--- src/rtl/mp3_pkg.sv ---
// -----------------------------------------------------------------------------
// mp3_pkg
// Shared definitions for the MP3 stream fetch block:
//   - fetch_state_e : FSM state encoding (FLUSH, STREAM, DONE)
//   - TRACKn_LEN_DEF: default word counts of the three tracks
//   - decode_track  : maps the track_sel pins to a track index 0..2
// -----------------------------------------------------------------------------
package mp3_pkg;

    typedef enum logic [1:0] {
        FLUSH  = 2'd0,
        STREAM = 2'd1,
        DONE   = 2'd2
    } fetch_state_e;

    localparam int TRACK0_LEN_DEF = 125000;
    localparam int TRACK1_LEN_DEF = 100000;
    localparam int TRACK2_LEN_DEF = 90000;

    // The pin encoding is not binary: 10 is track 1 and 01 is track 2.
    function automatic logic [1:0] decode_track(input logic [1:0] sel);
        logic [1:0] trk;
        case (sel)
            2'b00:   trk = 2'd0;
            2'b10:   trk = 2'd1;
            2'b01:   trk = 2'd2;
            default: trk = 2'd0;
        endcase
        return trk;
    endfunction

endpackage

--- src/rtl/sync_fifo_sa.sv ---
// -----------------------------------------------------------------------------
// sync_fifo_sa
// Show-ahead synchronous FIFO: head_data always presents the oldest word.
// Ports:
//   clk, rst_n        clock, asynchronous active-low reset
//   flush             synchronous clear of pointers and count (wins over push/pop)
//   push, push_data   write one word
//   pop               discard the head word (caller guarantees count != 0)
//   head_data         oldest stored word
//   count             number of stored words, 0..DEPTH
// DEPTH must be a power of two so the pointers wrap naturally.
// -----------------------------------------------------------------------------
module sync_fifo_sa #(
    parameter  int W     = 32,
    parameter  int DEPTH = 4,
    localparam int AW    = $clog2(DEPTH),
    localparam int CW    = AW + 1
) (
    input  logic          clk,
    input  logic          rst_n,
    input  logic          flush,
    input  logic          push,
    input  logic [W-1:0]  push_data,
    input  logic          pop,
    output logic [W-1:0]  head_data,
    output logic [CW-1:0] count
);

    logic [W-1:0]  r_mem [DEPTH];
    logic [AW-1:0] r_wr_ptr;
    logic [AW-1:0] r_rd_ptr;
    logic [CW-1:0] r_count;

    // Storage, pointers and occupancy; storage is cleared on reset so the
    // head word reads as zero out of reset.
    always_ff @(posedge clk or negedge rst_n) begin
        if (!rst_n) begin
            for (int i = 0; i < DEPTH; i++) begin
                r_mem[i] <= '0;
            end
            r_wr_ptr <= '0;
            r_rd_ptr <= '0;
            r_count  <= '0;
        end else if (flush) begin
            r_wr_ptr <= '0;
            r_rd_ptr <= '0;
            r_count  <= '0;
        end else begin
            if (push) begin
                r_mem[r_wr_ptr] <= push_data;
                r_wr_ptr        <= r_wr_ptr + 1'b1;
            end
            if (pop) begin
                r_rd_ptr <= r_rd_ptr + 1'b1;
            end
            case ({push, pop})
                2'b10:   r_count <= r_count + 1'b1;
                2'b01:   r_count <= r_count - 1'b1;
                default: r_count <= r_count;
            endcase
        end
    end

    assign head_data = r_mem[r_rd_ptr];
    assign count     = r_count;

endmodule

--- src/rtl/mp3_stream_fetch.sv ---
// -----------------------------------------------------------------------------
// mp3_stream_fetch
// Reads 32-bit compressed-audio words from one of three track ROMs and
// streams them to the SPI driver through a show-ahead FIFO.
// Ports:
//   mp3_clk, RST           clock (also clocks the ROMs), async active-low reset
//   track_sel              00/11 track 0, 10 track 1, 01 track 2
//   restart                pulse: replay the current track from word 0
//   rom_addr               shared registered ROM word address
//   rom_data0..2           ROM outputs, one cycle after the ROM sees rom_addr
//   out_data/out_valid/out_ready  FIFO head word with valid/ready handshake
//   track_done             one-cycle pulse after the last word transfers
//   busy                   high in FLUSH and STREAM
// -----------------------------------------------------------------------------
module mp3_stream_fetch
    import mp3_pkg::*;
#(
    parameter int ADDR_W     = 18,
    parameter int DEPTH      = 4,
    parameter int TRACK0_LEN = TRACK0_LEN_DEF,
    parameter int TRACK1_LEN = TRACK1_LEN_DEF,
    parameter int TRACK2_LEN = TRACK2_LEN_DEF
) (
    input  logic              mp3_clk,
    input  logic              RST,
    input  logic [1:0]        track_sel,
    input  logic              restart,
    output logic [ADDR_W-1:0] rom_addr,
    input  logic [31:0]       rom_data0,
    input  logic [31:0]       rom_data1,
    input  logic [31:0]       rom_data2,
    output logic [31:0]       out_data,
    output logic              out_valid,
    input  logic              out_ready,
    output logic              track_done,
    output logic              busy
);

    localparam int CW = $clog2(DEPTH) + 1;
    localparam logic [ADDR_W:0] LEN0    = TRACK0_LEN[ADDR_W:0];
    localparam logic [ADDR_W:0] LEN1    = TRACK1_LEN[ADDR_W:0];
    localparam logic [ADDR_W:0] LEN2    = TRACK2_LEN[ADDR_W:0];
    localparam logic [CW:0]     DEPTH_C = DEPTH[CW:0];
    localparam logic [CW-1:0]   ONE_C   = {{(CW-1){1'b0}}, 1'b1};

    fetch_state_e      r_state, w_state_next;
    logic [1:0]        r_cur;
    logic [1:0]        w_sel;
    logic [ADDR_W:0]   r_next_addr;
    logic [ADDR_W:0]   w_len;
    logic [ADDR_W-1:0] r_rom_addr;
    // One flag per outstanding read: [0] address sits on rom_addr this cycle,
    // [1] its data sits on rom_data this cycle and is pushed at the edge.
    logic [1:0]        r_inflight;
    logic              r_track_done;
    logic              w_abort, w_issue, w_push, w_pop, w_done, w_flush;
    logic [31:0]       w_rom_data;
    logic [31:0]       w_head;
    logic [CW-1:0]     w_count;
    logic [CW:0]       w_credit;

    assign w_sel = decode_track(track_sel);

    // Length and ROM data of the currently latched track.
    always_comb begin
        w_len      = LEN0;
        w_rom_data = rom_data0;
        case (r_cur)
            2'd0: begin
                w_len      = LEN0;
                w_rom_data = rom_data0;
            end
            2'd1: begin
                w_len      = LEN1;
                w_rom_data = rom_data1;
            end
            2'd2: begin
                w_len      = LEN2;
                w_rom_data = rom_data2;
            end
            default: begin
                w_len      = LEN0;
                w_rom_data = rom_data0;
            end
        endcase
    end

    // Track change or restart beats every other action in the same cycle.
    assign w_abort  = (r_state != FLUSH) && ((w_sel != r_cur) || restart);
    // Occupancy plus reads still in the ROM pipe can never exceed DEPTH.
    assign w_credit = {1'b0, w_count} + {{CW{1'b0}}, r_inflight[0]}
                                      + {{CW{1'b0}}, r_inflight[1]};
    assign w_issue  = (r_state == STREAM) && !w_abort &&
                      (r_next_addr < w_len) && (w_credit < DEPTH_C);
    assign w_push   = (r_state == STREAM) && !w_abort && r_inflight[1];
    assign w_pop    = out_valid && out_ready && !w_abort;
    assign w_done   = (r_state == STREAM) && !w_abort && (r_next_addr == w_len) &&
                      (r_inflight == 2'b00) && (w_count == ONE_C) && w_pop;
    assign w_flush  = (r_state == FLUSH);

    // FSM state register.
    always_ff @(posedge mp3_clk or negedge RST) begin
        if (!RST) begin
            r_state <= FLUSH;
        end else begin
            r_state <= w_state_next;
        end
    end

    // FSM next-state logic.
    always_comb begin
        w_state_next = r_state;
        case (r_state)
            FLUSH: begin
                w_state_next = STREAM;
            end
            STREAM: begin
                if (w_abort) begin
                    w_state_next = FLUSH;
                end else if (w_done) begin
                    w_state_next = DONE;
                end else begin
                    w_state_next = STREAM;
                end
            end
            DONE: begin
                if (w_abort) begin
                    w_state_next = FLUSH;
                end else begin
                    w_state_next = DONE;
                end
            end
            default: begin
                w_state_next = FLUSH;
            end
        endcase
    end

    // Read-issue datapath. r_cur resets to track 0; FLUSH reloads it from
    // track_sel before it is ever used.
    always_ff @(posedge mp3_clk or negedge RST) begin
        if (!RST) begin
            r_next_addr  <= '0;
            r_rom_addr   <= '0;
            r_inflight   <= 2'b00;
            r_cur        <= 2'd0;
            r_track_done <= 1'b0;
        end else begin
            r_track_done <= w_done;
            if (r_state == FLUSH) begin
                r_next_addr <= '0;
                r_rom_addr  <= '0;
                r_inflight  <= 2'b00;
                r_cur       <= w_sel;
            end else if (w_abort) begin
                // Reads already in the ROM pipe are dropped, never pushed.
                r_inflight <= 2'b00;
            end else begin
                r_inflight <= {r_inflight[0], w_issue};
                if (w_issue) begin
                    r_rom_addr  <= r_next_addr[ADDR_W-1:0];
                    r_next_addr <= r_next_addr + 1'b1;
                end
            end
        end
    end

    sync_fifo_sa #(
        .W     (32),
        .DEPTH (DEPTH)
    ) u_fifo (
        .clk       (mp3_clk),
        .rst_n     (RST),
        .flush     (w_flush),
        .push      (w_push),
        .push_data (w_rom_data),
        .pop       (w_pop),
        .head_data (w_head),
        .count     (w_count)
    );

    assign rom_addr   = r_rom_addr;
    assign out_data   = w_head;
    assign out_valid  = (w_count != '0) && (r_state == STREAM);
    assign track_done = r_track_done;
    assign busy       = (r_state != DONE);

endmodule

--- config.mk ---
export PLATFORM = sky130hd
export DESIGN_NAME = mp3_stream_fetch
export DESIGN_NICKNAME = d
export VERILOG_FILES = /design/src/rtl/mp3_pkg.sv /design/src/rtl/sync_fifo_sa.sv /design/src/rtl/mp3_stream_fetch.sv
export SDC_FILE = /design/constraint.sdc
export NUM_CORES = 1
export LEC_CHECK = 0
export CORE_UTILIZATION = 35
export CTS_CLUSTER_SIZE = 16
export DETAILED_ROUTE_END_ITERATION = 8
export DONT_BUFFER_PORTS = 1
export PLACE_DENSITY = 0.52
export SYNTH_ARGS = -nofsm -noshare
export SYNTH_HDL_FRONTEND = slang
export SYNTH_SLANG_ARGS = --single-unit
export TNS_END_PERCENT = 1
--- constraint.sdc ---
create_clock -name mp3_clk -period 4.6 [get_ports mp3_clk]
set_clock_uncertainty 0.15 [all_clocks]
set_input_delay 0.92 -clock mp3_clk [delete_from_list [all_inputs] [get_ports mp3_clk]]
set_output_delay 0.92 -clock mp3_clk [all_outputs]
set_load 0.05 [all_outputs]
**After elaboration in Yosys (flattened, before gate mapping)**

Index checks and enable logic that the tools add are counted.

- Register bits: 179
- Latch bits: 0
- Memory bits (writable): 0
- Bits in read-only memories: 0
- Input bits: 102
- Output and inout port bits: 53
- Logic and storage cells: 93
- Memories: 0

- $add $sub $neg: 7
- $mul: 0
- Divide/modulo/power cells: 0
- Order comparisons: 5
- Equality and inequality tests: 13
- Shift-type cells: 0
- Mux-type cells: 27
- Bitwise operators: 3
- Reductions and logical operators: 25

Operator list:

| cell | count |
|---|---|
| 128-bit bitwise mux | 1 |
| 32-bit two-way mux | 3 |
| 32-bit binary-select mux with 2-bit select | 1 |
| 32-bit demux with 2-bit select | 1 |
| 32-bit case mux with 2 select lines | 1 |
| 19-bit two-way mux | 3 |
| 18-bit two-way mux | 3 |
| 16-bit case mux with 2 select lines | 1 |
| 19-bit by 1-bit adder with 19-bit output (second input constant) | 1 |
| 19-bit == test | 1 |
| 19-bit < comparator | 1 |
| 2-bit two-way mux | 9 |
| 1-bit logical AND | 13 |
| 2-bit by 1-bit == test with 1-bit output (second input constant) | 4 |
| 2-bit == test (second input constant) | 4 |
| 2-bit nonzero test | 4 |
| 3-bit >= comparator (second input constant) | 2 |
| 2-bit NOT with 3-bit output | 2 |
| 2-bit case mux with 3 select lines | 1 |
| 3-bit case mux with 2 select lines | 1 |
| 3-bit nonzero test | 2 |
| 2-bit by 1-bit adder with 2-bit output (second input constant) | 2 |
| 3-bit by 1-bit adder with 4-bit output | 1 |
| 4-bit by 1-bit adder with 4-bit output | 1 |
| 15 further kinds | 17 |

**Depth between registers and ports, before layout**

Gate-level depths: netlist (run 1).

- Word-level depth: 14
- Mapped depth: 15
- Gate-level depth less buffers: 11

**By module**

A second synthesis (run 1) with hierarchy kept.

- Cells, all modules: 735
- Area, all modules: 9356.5 µm²

By module, submodules not included:

| module | times used | cells each | area an instance (µm²) | seq. area each (µm²) |
|---|---|---|---|---|
| sync_fifo_sa | 1 | 349 | 6259.8 | 3378.2 |
| mp3_stream_fetch | 1 | 386 | 3096.7 | 1101.1 |

**Worst setup path before layout (run 1)**

Ideal clock, no wire load.

- Path kind: flip-flop to flip-flop
- Start point: register r_cur[0]
- End point: register r_next_addr[13]
- Library setup time: 0.078 ns
- Arrival: 3.282 ns
- Data required time: 4.372 ns
- Path slack: 1.090 ns
- Cell stages (with the launch flop): 14
- Buffers on the path: 3
- Period minus slack after synthesis: 3.510 ns
- Path through: dfrtp_1 -> inv_1 -> ha_1 -> clkbuf_1 -> clkbuf_1 -> inv_1 -> ha_1 -> nand4_1 -> nor3_1 -> a21boi_0 -> or4b_4 -> buf_6 -> or4_1 -> a21oi_1

- Cells in the longest elaborated chain, start to end: 9
- Elaborated cells between the ends (all ways): 14
- Those cells by class: 1 x order compare; 4 x eq/ne; 1 x mux; 8 x reduce/logical

RTL lines:

| item | line | source |
|---|---|---|
| start, declared | mp3_stream_fetch.sv:47 | `logic [1:0] r_cur;` |
| start signal, assigned | mp3_stream_fetch.sv:154 | `r_cur <= w_sel;` |
| branches (longest 8 deep; another with 19-bit < comparator) | - |  |
| 2-bit AND reduction (no line) * | - |  |
| end signal, assigned | mp3_stream_fetch.sv:162 | `r_next_addr <= r_next_addr + 1'b1;` |
| end, declared | mp3_stream_fetch.sv:49 | `logic [ADDR_W:0] r_next_addr;` |

Every way passes the cells marked *.
A chain may end at the register's enable or synchronous reset.

**Worst setup path after layout (run 1)**

- Start point: register r_cur[0]
- End point: register r_next_addr[17]

The elaborated chain is that of the path after synthesis.

==> results of run 1 <==
-- cell families (layout without fill, tap and decap cells) --
logic type      count (synthesis)  count (layout)
other cells                     0               1
fa+ha+maj                      29              29
compound gates                124             124
flops                         179             179
simple gates                  166             166
xor+xnor                        6               6
buf+inv                        67              59
mux                           162             162
-- registers in the layout, indices dropped and copies added, names as in the netlist --
register and cells:
u_fifo.count 3, track_done 1, r_cur 2, r_inflight 2, r_next_addr 19, u_fifo.r_wr_ptr 2
rom_addr 18, r_state 2, u_fifo.r_mem 128, u_fifo.r_rd_ptr 2
-- cell usage after synthesis (4+ instances only) --
cell type	n
dfrtp_1	179
a21oi_1	23
clkbuf_1	32
ha_1	29
mux4_2	32
or3_1	9
o31ai_1	7
o21ai_0	46
nand3_1	23
mux2_1	15
a22oi_1	32
or2_2	4
inv_1	16
buf_2	14
or4_1	6
nand2_1	76
o211ai_1	4
nor2_1	12
mux2_2	113
nand4_1	6
and2_1	7
-- report_power, final --
group | internal, W | leakage [nW] | switching (W)
logic | 0.000322 | 1.76 | 0.000900
clock network | 0.000731 | 0.283 | 0.000703
registers | 0.00163 | 2.49 | 0.0000601
total | 0.00268 | 4.54 | 0.00166
-- critical path: cells and delay by family (launching register included) --
kind,cells,cell delay [ns]
AND/OR/NAND/NOR,4,0.94
buffers and inverters,3,0.77
adder cells (fa/ha/maj),2,0.95
flip-flops,1,0.44
AO/OA/AOI/OAI,2,0.54
-- final timing paths --
| kind | from | slack [ns] | endpoint |
|---|---|---|---|
| max in group asynchronous | RST | 3.91 | rom_addr[11] |
| worst max-delay path | r_cur[0] | 0.62 | r_next_addr[17] |
| worst min-delay path | RST | 0.05 | u_fifo.r_mem[42] |
| worst max register to register | r_cur[0] | 0.62 | r_next_addr[17] |
| min in group mp3_clk | u_fifo.r_mem[40] | 0.33 | u_fifo.r_mem[40] |
| worst min register to register | u_fifo.r_mem[40] | 0.33 | u_fifo.r_mem[40] |
-- through the flow --
stage	area [sq um]	util (%)	total power [W]
floorplan	8980	-	0.00263
finish	9880	39.2	0.00435
CTS	9880	39.2	0.00439
global route	9880	39.2	0.00463
detailed placement	9290	36.9	0.00294
global placement	9290	36.9	0.00288
-- metal layers --
metal | vias up | part of all wire (%) | track usage (%) | wire length [um]
met5 | - | 0 | 0 | 0
met4 | 0 | 1.6 | 5.62 | 335
met3 | 24 | 5.9 | 4.80 | 1260
met2 | 185 | 49 | 27.7 | 10500
met1 | 3019 | 44 | 22.2 | 9390
li1 | 2643 | - | - | -
-- cell type report --
type | instances | area [sq um]
fillers | 2362 | 15300
clock buffers | 17 | 425
repair buffers | 10 | 100
clock inverters | 15 | 160
flip-flops and latches | 179 | 4480
multi-input cells | 487 | 4230
well taps | 330 | 413
inverters | 17 | 63.8
diodes | 1 | 2.50
==> flow_summary.toml, run 1 <==
[run_status]
status = "completed"

[synthesis]
synthAdderAreaFrac_pct = 4.04
yosysWarnings = 0
synth_edf_count = 0
synthSimpleGateAreaFrac_pct = 9.49
yosys.area.top_type_share_pct = 49.9
ys_types = 49
syn_nets = 864
syn_area_sq_um = 8980
ys_seq_area_share_pct = 49.9
synth-compound-area-share_pct = 8.60
synth-main-ff-cell = "dfrtp_1"
synth_top_family_by_area = "multiplexers"
synthMuxAreaShare_pct = 24.3
postSynth.asyncResetShare_pct = 100
ys_ff_latch = 179
avgSynthCellArea_sq_um = 12.2
yosys-top-cells-area = "dfrtp_1 (50%), mux2_2 (14%), mux4_2 (8.0%)"
yosys.area.top_type = "dfrtp_1"
synth_xor_xnor_area_share_pct = 0.585
postSynthCellCount = 733

[clock_tree]
root_buffer = "clkbuf_16"
clkTransAtPathRegs_ns = 0.07
cts.htree.levels = 4
cts_buffer_depth = 2
clk_latency_ns = 0.43
cts-resized-gates = 0
hold_buffers = 0
cts.sinks = 179
cts_tree = "done"
cts_made_buffers = 17
cts_setup_buffers = 0

[route]
drtPass1Iterations = 5
wl_um = 21400
detail-route-antenna-nets = 0
wl_per_cell_um = 20.3
vias = 5871
drt-initial-drc-count = 425
drc_errors = 0
vias_per_cell = 5.56

[floorplan]
die_h_um = 162
die_x_um = 162
core_area_sq_um = 25200
io_pins = 155
die_area_sq_um = 26300
initial_core_util_pct = 35.7
rows = 58

[timing]
period_share_pct = 86.4
fmax_ghz = 0.252
worstMarginPinSlew_ns = 1.08
grt_setup_unrepaired = "no"
setup_viol = 0
maxSlewViolCount = 0
hold_violations = 0
holdWs_ns = 0.0470
fin_ws_ns = 0.624
min_period_ns = 3.98
max_slew_margin_pct = 27.7
setup_tns_ns = 0

[critical_path]
worstPathRequired_ns = 4.72
cp.arrival_ns = 4.09
slowest_stage = "ha_2"
cp-end-kind = "register"
crit_top_cell = "inv_1"
slowest_delay_ns = 0.63
path_max_fanout = 48
crit_chain = "inv_1, ha_2, inv_1, ha_1, nand4_1, nor3_1, a21boi_0, or4b_4, clkinv_1, a21oi_1, nor2_1"
critical_path_class = "register to register"
reg2regPathDepth = 11
startpoint_type = "register"

[grt]
grt_max_degree = 180
grt_antenna_before_repair = 1
grtUsageTotal_pct = 17.2
grt_pass1_wl_um = 34500
grt_pass1_vias = 6098
overflow = 0

[power]
max-vdd-ir-drop_mv = 0.247
powerDensity_nw_per_um2 = 440
p_leak_nw = 4.54

[placement]
io_buffers = 0
preCtsSetupSlack_ns = 0.646
dp.cells = 1023
place.gp.congestion = 0.819
place_hpwl_um = 14300

[finish]
layout.cells.most_common = "dfrtp_1"
instances_no_fill = 1056
fin_nets = 843
drive_gt1_share_pct = 28.3
area_growth_pct = 10.0
layout_common_cells = "dfrtp_1 (177), mux2_2 (113), nand2_1 (76), o21ai_0 (46)"

[min_path]
hold_class = "input pin to asynchronous set/reset pin"

[run]
maxCapViolCount = 0
(Power assumes the default switching activity.)
==> run 2: changes to the inputs <==
--- a/config.mk
+++ b/config.mk
@@ -5,10 +5,13 @@
 export SDC_FILE = /design/constraint.sdc
 export NUM_CORES = 1
 export LEC_CHECK = 0
+export CAP_MARGIN = 25
 export CORE_UTILIZATION = 35
 export CTS_CLUSTER_SIZE = 16
 export DETAILED_ROUTE_END_ITERATION = 8
 export DONT_BUFFER_PORTS = 1
+export GPL_ROUTABILITY_DRIVEN = 0
+export MAX_ROUTING_LAYER = met4
 export PLACE_DENSITY = 0.52
 export SYNTH_ARGS = -nofsm -noshare
 export SYNTH_HDL_FRONTEND = slang
==> flow_summary.toml, run 2 (synthesis results as in run 1) <==
[route]
wl_um = 21400
detail-route-antenna-nets = 0
drc_errors = 0
vias_per_cell = 5.50
vias = 5816
wl_per_cell_um = 20.3
drtPass1Iterations = 5
drt-initial-drc-count = 399

[floorplan]
die_x_um = 162
die_area_sq_um = 26300
rows = 58
core_area_sq_um = 25200
initial_core_util_pct = 35.7
io_pins = 155
die_h_um = 162

[grt]
gr-usage-met2_pct = 27.7
grtUsageTotal_pct = 17.7
met3_usage_pct = 4.42
busiest_layer = "met2"
grt_antenna_before_repair = 1
grt_pass1_wl_um = 34500
overflow = 0
use_met1_pct = 22.4
grt_pass1_vias = 6096
grt_max_degree = 180

[timing]
min_period_ns = 3.96
maxSlewViolCount = 0
grt_setup_unrepaired = "no"
hold_violations = 0
setup_tns_ns = 0
holdWs_ns = 0.0521
setup_viol = 0
period_share_pct = 86.0
max_slew_margin_pct = 35.7
fmax_ghz = 0.253
worstMarginPinSlew_ns = 0.965
fin_ws_ns = 0.643

[clock_tree]
cts_made_buffers = 17
hold_buffers = 0
cts.sinks = 179
cts.htree.levels = 4
clkTransAtPathRegs_ns = 0.07
cts_tree = "done"
cts_setup_buffers = 0
root_buffer = "clkbuf_16"
cts_buffer_depth = 2
clk_latency_ns = 0.43
cts-resized-gates = 0

[finish]
fill_cells = 2362
layout_common_cells = "dfrtp_1 (177), mux2_2 (113), nand2_1 (76), o21ai_0 (46)"
instances_no_fill = 1057
layout.cells.most_common = "dfrtp_1"
largest_reg_flops = 128
drive_gt1_share_pct = 28.4
fin_nets = 844
area_growth_pct = 10.2
top_register = "u_fifo.r_mem"

[min_path]
hold_class = "input pin to asynchronous set/reset pin"

[critical_path]
startpoint_type = "register"
regToRegSetupSlack_ns = 0.64
path_max_fanout = 48
cp.arrival_ns = 4.12
worstPathRequired_ns = 4.76
cp-end-kind = "register"
critical_path_class = "register to register"

[placement]
preCtsSetupSlack_ns = 0.646
io_buffers = 0
dp.cells = 1023
place_hpwl_um = 14300

[power]
powerDensity_nw_per_um2 = 441
max-vdd-ir-drop_mv = 0.248
p_leak_nw = 4.54
power_w = 0.00436

[run_status]
status = "completed"

[run]
maxCapViolCount = 0
[run 2: changes by cell type in the layout (fill, tap and decap cells not counted)]
cell   previous run  this run
buf_6             0         1
[run 2: power breakdown]
group | internal [W] | switching (W) | total, W
combinational | 0.000331 | 0.000903 | 0.00123
sequential | 0.00163 | 0.0000600 | 0.00169
clock | 0.000731 | 0.000702 | 0.00143
[run 2: final cells by class]
| cell class | instances | area [sq um] | area share, % |
|---|---|---|---|
| sequential | 179 | 4480 | 45.3 |
| multi-input combinational | 487 | 4230 | 42.8 |
| clock buffer | 17 | 425 | 4.30 |
| tap | 330 | 413 | 4.18 |
| clock inverter | 15 | 160 | 1.62 |
| timing repair buffer | 11 | 111 | 1.13 |
| inverter | 17 | 63.8 | 0.645 |
| antenna | 1 | 2.50 | 0.0253 |
[run 2: final timing paths]
| check | cells past startpoint | endpoint | from |
|---|---|---|---|
| setup / recovery | 11 | r_next_addr[17] | r_cur[0] |
| hold / removal | 0 | u_fifo.r_mem[42] | RST |
| setup reg to reg | 11 | r_next_addr[17] | r_cur[0] |
| hold reg to reg | 1 | u_fifo.r_mem[40] | u_fifo.r_mem[40] |
| max in group asynchronous | 0 | u_fifo.r_rd_ptr[1] | RST |
| min in group mp3_clk | 1 | u_fifo.r_mem[40] | u_fifo.r_mem[40] |
[run 2: critical path, stage by stage, from the launching register on]
cell and delay, ns:
dfrtp_1 0.44, inv_1 0.11, ha_2 0.63, inv_1 0.13, ha_1 0.32, nand4_1 0.14, nor3_1 0.30, a21boi_0 0.26
or4b_4 0.45, clkinv_1 0.54, a21oi_1 0.29, nor2_1 0.06
[run 2: metal layers]
| layer | vias to the layer above | wire, um |
|---|---|---|
| li1 | 2647 | - |
| met1 | 2976 | 9400 |
| met2 | 172 | 10500 |
| met3 | 21 | 1210 |
| met4 | 0 | 291 |
| met5 | - | 0 |
[run 2: through the flow]
stage | utilization [%] | instance area [sq um]
floorplan | - | 8980
global placement | 36.9 | 9290
detailed placement | 36.9 | 9290
CTS | 39.2 | 9880
global route | 39.3 | 9890
finish | 39.3 | 9890
